**src/rtl/rep_code_pkg.sv**
```systemverilog
// Shared definitions for the repetition-code transmitter and its majority-vote receiver.
package rep_code_pkg;

  // Repetition factor matching the 5-input majority voter on the receive side.
  localparam int REP_FACTOR     = 5;
  localparam int DEFAULT_DATA_W = 8;

  typedef enum logic [0:0] {
    IDLE = 1'b0,
    SEND = 1'b1
  } tx_state_t;

  // A majority vote needs an odd sample count and at least three samples.
  function automatic bit rep_is_valid(input int rep);
    return ((rep % 2) == 1) && (rep >= 3);
  endfunction

  // Counter width for a modulus, never narrower than one bit.
  function automatic int cnt_width(input int n);
    return (n > 1) ? $clog2(n) : 1;
  endfunction

endpackage

```
**src/rtl/rep5_tx_encoder_mod_n_counter.sv**
```systemverilog
// Modulo-N counter with synchronous clear and a combinational wrap flag.
module mod_n_counter
  import rep_code_pkg::*;
#(
  parameter int  N = 5,
  localparam int W = cnt_width(N)
) (
  input  logic         clk,
  input  logic         rst_n,
  input  logic         en,
  input  logic         clr,
  output logic [W-1:0] value,
  output logic         wrap
);

  logic [W-1:0] value_r;
  logic         at_max_s;

  // Terminal count detection; the counter never exceeds N-1.
  always_comb begin
    at_max_s = 1'b0;
    if (value_r == W'(N - 1)) begin
      at_max_s = 1'b1;
    end else begin
      at_max_s = 1'b0;
    end
  end

  // Count state: clear has priority, then advance with wrap back to zero.
  always_ff @(posedge clk or negedge rst_n) begin
    if (!rst_n) begin
      value_r <= '0;
    end else if (clr) begin
      value_r <= '0;
    end else if (en) begin
      if (at_max_s) begin
        value_r <= '0;
      end else begin
        value_r <= value_r + W'(1);
      end
    end else begin
      value_r <= value_r;
    end
  end

  assign value = value_r;
  assign wrap  = en & at_max_s;

endmodule

```
**src/rtl/rep5_tx_encoder.sv**
```systemverilog
// Repetition-code serial transmitter: each data bit is held for REP cycles, LSB first.
module rep5_tx_encoder
  import rep_code_pkg::*;
#(
  parameter int DATA_W = DEFAULT_DATA_W,
  parameter int REP    = REP_FACTOR
) (
  input  logic              clk,
  input  logic              rst_n,
  input  logic              in_valid,
  output logic              in_ready,
  input  logic [DATA_W-1:0] in_data,
  output logic              tx_bit,
  output logic              tx_valid,
  output logic              tx_sof,
  output logic              tx_eof,
  output logic              busy
);

  localparam int REP_W = cnt_width(REP);
  localparam int BIT_W = cnt_width(DATA_W);

  generate
    if (!rep_is_valid(REP)) begin : g_bad_rep
      $error("rep5_tx_encoder: REP must be odd and >= 3");
    end
    if (DATA_W < 1) begin : g_bad_width
      $error("rep5_tx_encoder: DATA_W must be >= 1");
    end
  endgenerate

  tx_state_t         state_r;
  tx_state_t         state_nx_s;
  logic [DATA_W-1:0] shreg_r;
  logic [DATA_W-1:0] shreg_nx_s;
  logic              tx_bit_r;
  logic              tx_valid_r;
  logic              tx_sof_r;
  logic              tx_eof_r;
  logic              busy_r;
  logic              eof_nx_s;

  logic              in_ready_s;
  logic              accept_s;
  logic              sending_s;
  logic [REP_W-1:0]  rep_cnt_s;
  logic [BIT_W-1:0]  bit_cnt_s;
  logic              rep_wrap_s;
  logic              bit_wrap_s;
  logic              frame_end_s;

  // Ready only in IDLE or the final cycle of a frame, and never while reset is held.
  always_comb begin
    in_ready_s = 1'b0;
    sending_s  = 1'b0;
    if (state_r == SEND) begin
      sending_s = 1'b1;
    end else begin
      sending_s = 1'b0;
    end
    if (rst_n && ((state_r == IDLE) || tx_eof_r)) begin
      in_ready_s = 1'b1;
    end else begin
      in_ready_s = 1'b0;
    end
  end

  assign accept_s    = in_valid & in_ready_s;
  assign frame_end_s = rep_wrap_s & bit_wrap_s;

  // Repetition index within the current bit.
  mod_n_counter #(.N(REP)) u_rep_cnt (
    .clk   (clk),
    .rst_n (rst_n),
    .en    (sending_s),
    .clr   (accept_s),
    .value (rep_cnt_s),
    .wrap  (rep_wrap_s)
  );

  // Bit index within the frame, advanced once per completed repetition group.
  mod_n_counter #(.N(DATA_W)) u_bit_cnt (
    .clk   (clk),
    .rst_n (rst_n),
    .en    (rep_wrap_s),
    .clr   (accept_s),
    .value (bit_cnt_s),
    .wrap  (bit_wrap_s)
  );

  // Next-state, shift and look-ahead end-of-frame so the tx outputs can be registered.
  always_comb begin
    state_nx_s = state_r;
    shreg_nx_s = shreg_r;
    eof_nx_s   = 1'b0;
    if (accept_s) begin
      state_nx_s = SEND;
      shreg_nx_s = in_data;
      eof_nx_s   = 1'b0;
    end else if (state_r == SEND) begin
      if (frame_end_s) begin
        state_nx_s = IDLE;
      end else begin
        state_nx_s = SEND;
      end
      if (rep_wrap_s) begin
        shreg_nx_s = shreg_r >> 1'b1;
      end else begin
        shreg_nx_s = shreg_r;
      end
      if ((bit_cnt_s == BIT_W'(DATA_W - 1)) && (rep_cnt_s == REP_W'(REP - 2))) begin
        eof_nx_s = 1'b1;
      end else begin
        eof_nx_s = 1'b0;
      end
    end else begin
      state_nx_s = IDLE;
      shreg_nx_s = shreg_r;
      eof_nx_s   = 1'b0;
    end
  end

  // Transmit FSM with registered line outputs; reset aborts any frame in progress.
  always_ff @(posedge clk or negedge rst_n) begin
    if (!rst_n) begin
      state_r    <= IDLE;
      shreg_r    <= '0;
      tx_bit_r   <= 1'b0;
      tx_valid_r <= 1'b0;
      tx_sof_r   <= 1'b0;
      tx_eof_r   <= 1'b0;
      busy_r     <= 1'b0;
    end else begin
      state_r  <= state_nx_s;
      shreg_r  <= shreg_nx_s;
      tx_sof_r <= accept_s;
      tx_eof_r <= eof_nx_s;
      case (state_nx_s)
        SEND: begin
          tx_bit_r   <= shreg_nx_s[0];
          tx_valid_r <= 1'b1;
          busy_r     <= 1'b1;
        end
        IDLE: begin
          tx_bit_r   <= 1'b0;
          tx_valid_r <= 1'b0;
          busy_r     <= 1'b0;
        end
        default: begin
          tx_bit_r   <= 1'b0;
          tx_valid_r <= 1'b0;
          busy_r     <= 1'b0;
        end
      endcase
    end
  end

  assign in_ready = in_ready_s;
  assign tx_bit   = tx_bit_r;
  assign tx_valid = tx_valid_r;
  assign tx_sof   = tx_sof_r;
  assign tx_eof   = tx_eof_r;
  assign busy     = busy_r;

endmodule

```
**config.mk**
```make
export PLATFORM = sky130hd
export DESIGN_NAME = rep5_tx_encoder
export DESIGN_NICKNAME = d
export VERILOG_FILES = /design/src/rtl/rep_code_pkg.sv /design/src/rtl/rep5_tx_encoder_mod_n_counter.sv /design/src/rtl/rep5_tx_encoder.sv
export SDC_FILE = /design/constraint.sdc
export NUM_CORES = 1
export LEC_CHECK = 0
export ABC_AREA = 1
export CORE_MARGIN = 2
export CORE_UTILIZATION = 25
export DETAILED_ROUTE_END_ITERATION = 10
export SETUP_SLACK_MARGIN = 0.1
export SKIP_LAST_GASP = 1
export SLEW_MARGIN = 20
export SYNTH_ARGS = -nofsm -noshare
export SYNTH_HDL_FRONTEND = slang
export SYNTH_SLANG_ARGS = --single-unit
```
**constraint.sdc**
```tcl
create_clock -name clk -period 2.4 [get_ports clk]
set_clock_uncertainty 0.1 [all_clocks]
set_input_delay 0.24 -clock clk [delete_from_list [all_inputs] [get_ports clk]]
set_output_delay 0.24 -clock clk [all_outputs]
set_load 0.01 [all_outputs]
```
# == Word-level counts from Yosys, hierarchy flattened ==
# Index checks and enable logic that the tools add are counted.
# totals
reg_bits,19
input_bits,11
word_cells,48
# classes
add_sub_neg,2
n_eq_ne,3
mux,21
n_bitwise,6
n_reduce_logical,7
# ops
operator,n
8-bit 2-to-1 mux,3
3-bit 2-to-1 mux,6
1-bit 2-to-1 mux,10
3-bit by 1-bit adder with 3-bit output (second input constant),2
3-bit equality test (second input constant),2
2-bit nonzero test,3
1-bit AND,4
1-bit one-hot mux with 2 select lines,2
3-bit by 2-bit equality test with 1-bit output (second input constant),1
1-bit logical AND,2
1-bit inverter,2
2-bit AND reduction,1
1-bit logical OR,1

# == Depth between registers and ports, before layout ==
# logic_depth
word_depth,10
depth_mapped,8
ltp_nobuf,7

# == Modules after synthesis ==
# From an unflattened synthesis, not the netlist that was laid out.
# unflattened
cells_unflattened,128
area_unflattened_um2,997.2
# modules_own_cells
mod,instances,cells_each,area_each_um2,seq_area_each_um2
rep5_tx_encoder,1,86,654.4,300.3
mod_n_counter at u_rep_cnt,1,23,183.9,75.1
mod_n_counter at u_bit_cnt,1,19,158.9,75.1

# == Worst setup path after synthesis ==
# OpenSTA, ideal clock, no wires.
# synth_timing
path_kind,flip-flop to flip-flop
start,register u_rep_cnt.value_r[0] (netlist: u_rep_cnt.value[0])
end,register shreg_r[7]
setup_ns,0.116
t_arrival_ns,1.065
setup_slack_ns,1.119
stages_incl_launch_ff,9
cell_sequence,dfrtp_1 inv_1 ha_1 nand3_4 buf_6 nand2_4 inv_2 nand2_1 nand2_1
# synth_between
elab_chain_len,5
# synth_lines
element,line,source
from (decl),rep5_tx_encoder_mod_n_counter.sv:16,logic [W-1:0] value_r;
from (signal assigned),rep5_tx_encoder_mod_n_counter.sv:39,value_r <= value_r + W'(1);
from (signal assigned),rep5_tx_encoder_mod_n_counter.sv:42,value_r <= value_r;
3-bit equality test,rep5_tx_encoder_mod_n_counter.sv:22,if (value_r == W'(N - 1)) begin
1-bit 2-to-1 mux,rep5_tx_encoder_mod_n_counter.sv:22,
1-bit AND,rep5_tx_encoder_mod_n_counter.sv:47,assign wrap = en & at_max_s;
2-bit nonzero test (no line),--,
2-bit AND reduction (no line),--,
to (signal assigned),rep5_tx_encoder.sv:135,shreg_r <= shreg_nx_s;
to (decl),rep5_tx_encoder.sv:34,logic [DATA_W-1:0] shreg_r;
# Every way passes these cells.
# A chain may end at the register's enable or synchronous reset.

==> metrics.txt <==
Synthesis Warnings=0; worst-case clock buffer depth=2; CP bufs+invs=1; core area=3606 um2; 1st-iter DRT viols=41; relative slew slack=0.7137; Max stage delay on crit path=0.56 ns; Max Clock Freq=522.8 MHz; Die W=64.94 um; clk_lat worst skew=0.25 ns; Critical Path RT=2.06 ns; DR WL/cell=10.26 um; Die ar.=4217 um2; post_cts resized=0; Area Overhead vs Synth=26.01%; IO Port Bufs=16; htree depth=1; CP endpoint kind=output pin; Final Non-Filler Cells=168; Pre-antenna DRT Iters=4; Sink Count=18; Ports=17; CTS clk-pin slew, worst paths=0.06 ns; cell taking the most area after synthesis=dfrtp_1; Power Dens Cells=969.7 nW/um2; Mapped Nets=119; layout cell share with drive strength beyond 1=0.1167; DRC=0; minimum clock period=1.913 ns; Final setup viols=0; first-pass GRT wire length=3.042 mm; Initial Util=0.2575; Mean Syn Cell Area=9.013 um2; post-CTS setup buffer count=0; Yosys top cell area share=0.4852; Routed WL=1.723 mm; Mapped Area=928.4 um2; critical-path maximum fanout=13; Unique masters post-synth=17; pin count of the biggest net entering global routing=19; status=finished, final reports clean; Antenna Cells=0; slew at the pin with the worst max-slew slack=0.4295 ns; IR drop worst, VDD=0.1942 mV; Die Y=64.94 um; leakage=0.5761 nW; Arrival @ worst endpoint=1.57 ns; crit-path cells=a21boi_0 > clkdlybuf4s50_1; vias per std cell=4.244; Seq/Total Area, Yosys=0.4852; Crit Path Class=reg2out; GR Overflow Total=0; Num CTS Buffers=3; DRT antenna net count=0; delay-heaviest family, CP=buffers and inverters; DP Wirelength=1.335 mm; GRT Util Overall=0.09761; initial antenna violation count=0; synth top area cells=dfrtp_1, nand3_1, nand2_1; flops & latches, synth=18; vias in the first global route=716; CTS tree=yes; RSZ-0062 raised after global routing=false; Worst path slowest cell=clkdlybuf4s50_1; RD Place Congestion=0.7924; Critical Path Source Type=flop; Final Cycle Share=0.7970; Slew Limit Fails=0; root buf cell=clkbuf_8; Max-Cap Viols=0; Row Count=22; # nets final=137; dpl cells=164; CTS hold repair buffers=0; Setup TNS=0 ns; Via Count=713; Fin. Hold Viols=0; hold crit path type=in2async; Cells after Synth=103
-- power by group --
group	switching [mW]	total (mW)	internal, mW
registers	0.0782	0.498	0.420
clock network	0.0971	0.243	0.146
logic	0.211	0.394	0.183
total	0.386	1.13	0.748
-- worst register-to-register path, delay by kind of cell, from the launching register on --
kind          cells  cell delay (ns)
buf+inv           1             0.24
simple gates      5             0.57
flops             1             0.53
-- through the flow --
step                      worst slack (ns)  power, mW  hold slack (ns)    util  instance area [um2]
final                               0.4872      1.134           0.2236  0.3244                 1170
after global routing                0.3573      1.239           0.2450  0.3244                 1170
after CTS                           0.4592      1.156           0.2351  0.3244                 1170
after detailed placement            0.5725     0.9063           0.3787  0.3092                 1115
after global placement              0.5854     0.8818           0.3704  0.3092                 1115
after floorplan                      1.119     0.7932          -0.1556       -                928.4
-- registers in the layout, summed over array words and instances (netlist names) --
| name | flops |
|---|---|
| shreg_r | 8 |
| u_bit_cnt.value | 3 |
| u_rep_cnt.value | 3 |
| busy | 1 |
| tx_bit | 1 |
| tx_eof | 1 |
| tx_sof | 1 |
-- path summary, 6_finish.rpt --
path                       startpoint  slack (ns)                  to  depth (start not counted)
max                              busy        0.49            in_ready                          2
min in group clk           shreg_r[7]        0.38          shreg_r[7]                          2
max in group asynchronous       rst_n        1.83          shreg_r[0]                          2
max reg2reg                      busy        0.84              tx_bit                          6
min                             rst_n        0.22  u_rep_cnt.value[2]                          2
min reg2reg                shreg_r[7]        0.38          shreg_r[7]                          2
-- routing by layer --
layer  track usage  vias up  wire length, um
met5             0        -                0
met2        0.1662       17              876
met1        0.1059      328              715
met4       0.06383        0               51
met3       0.02604        5               80
li1              -      363                -
-- cells by family after synthesis --
family	synth area share
DFF	0.4852
AOI/OAI and AO/OA	0.04447
buffers and inverters	0.1132
adders and majority gates	0.06739
and+or+nand+nor	0.2803
xor gates and xnor gates	0.009436
-- cell usage after synthesis --
| library cell | instances |
|---|---|
| ha_1 | 5 |
| nand4_1 | 2 |
| nand2_1 | 22 |
| a21oi_1 | 3 |
| o21ai_0 | 2 |
| xnor2_1 | 1 |
| buf_6 | 3 |
| nand2_4 | 1 |
| buf_4 | 2 |
| inv_1 | 11 |
| nand3_4 | 2 |
| dfrtp_1 | 18 |
| nor2_1 | 5 |
| nand3_1 | 20 |
| o21ai_2 | 1 |
| inv_2 | 4 |
| a21boi_0 | 1 |
-- placed cells by master (no fill, tap or decap) --
| cell | n |
|---|---|
| nand3_4 | 2 |
| ha_1 | 5 |
| clkbuf_8 | 4 |
| nand2_1 | 22 |
| xnor2_1 | 1 |
| dfrtp_1 | 18 |
| a21oi_1 | 3 |
| clkdlybuf4s50_1 | 16 |
| inv_2 | 4 |
| nor2_1 | 5 |
| nand3_1 | 20 |
| o21ai_2 | 1 |
| buf_4 | 2 |
| a21boi_0 | 1 |
| nand4_1 | 2 |
| inv_1 | 11 |
| nand2_4 | 1 |
| o21ai_0 | 2 |
-- final cells by class --
class                   instances  area, um2
multi-input cells              65      372.9
well taps                      48      60.06
inverters                      15      56.30
repair buffers                 18      175.2
flip-flops and latches         18      450.4
clock buffers                   4      55.05
fillers                       373       2436
(Power assumes the default switching activity.)
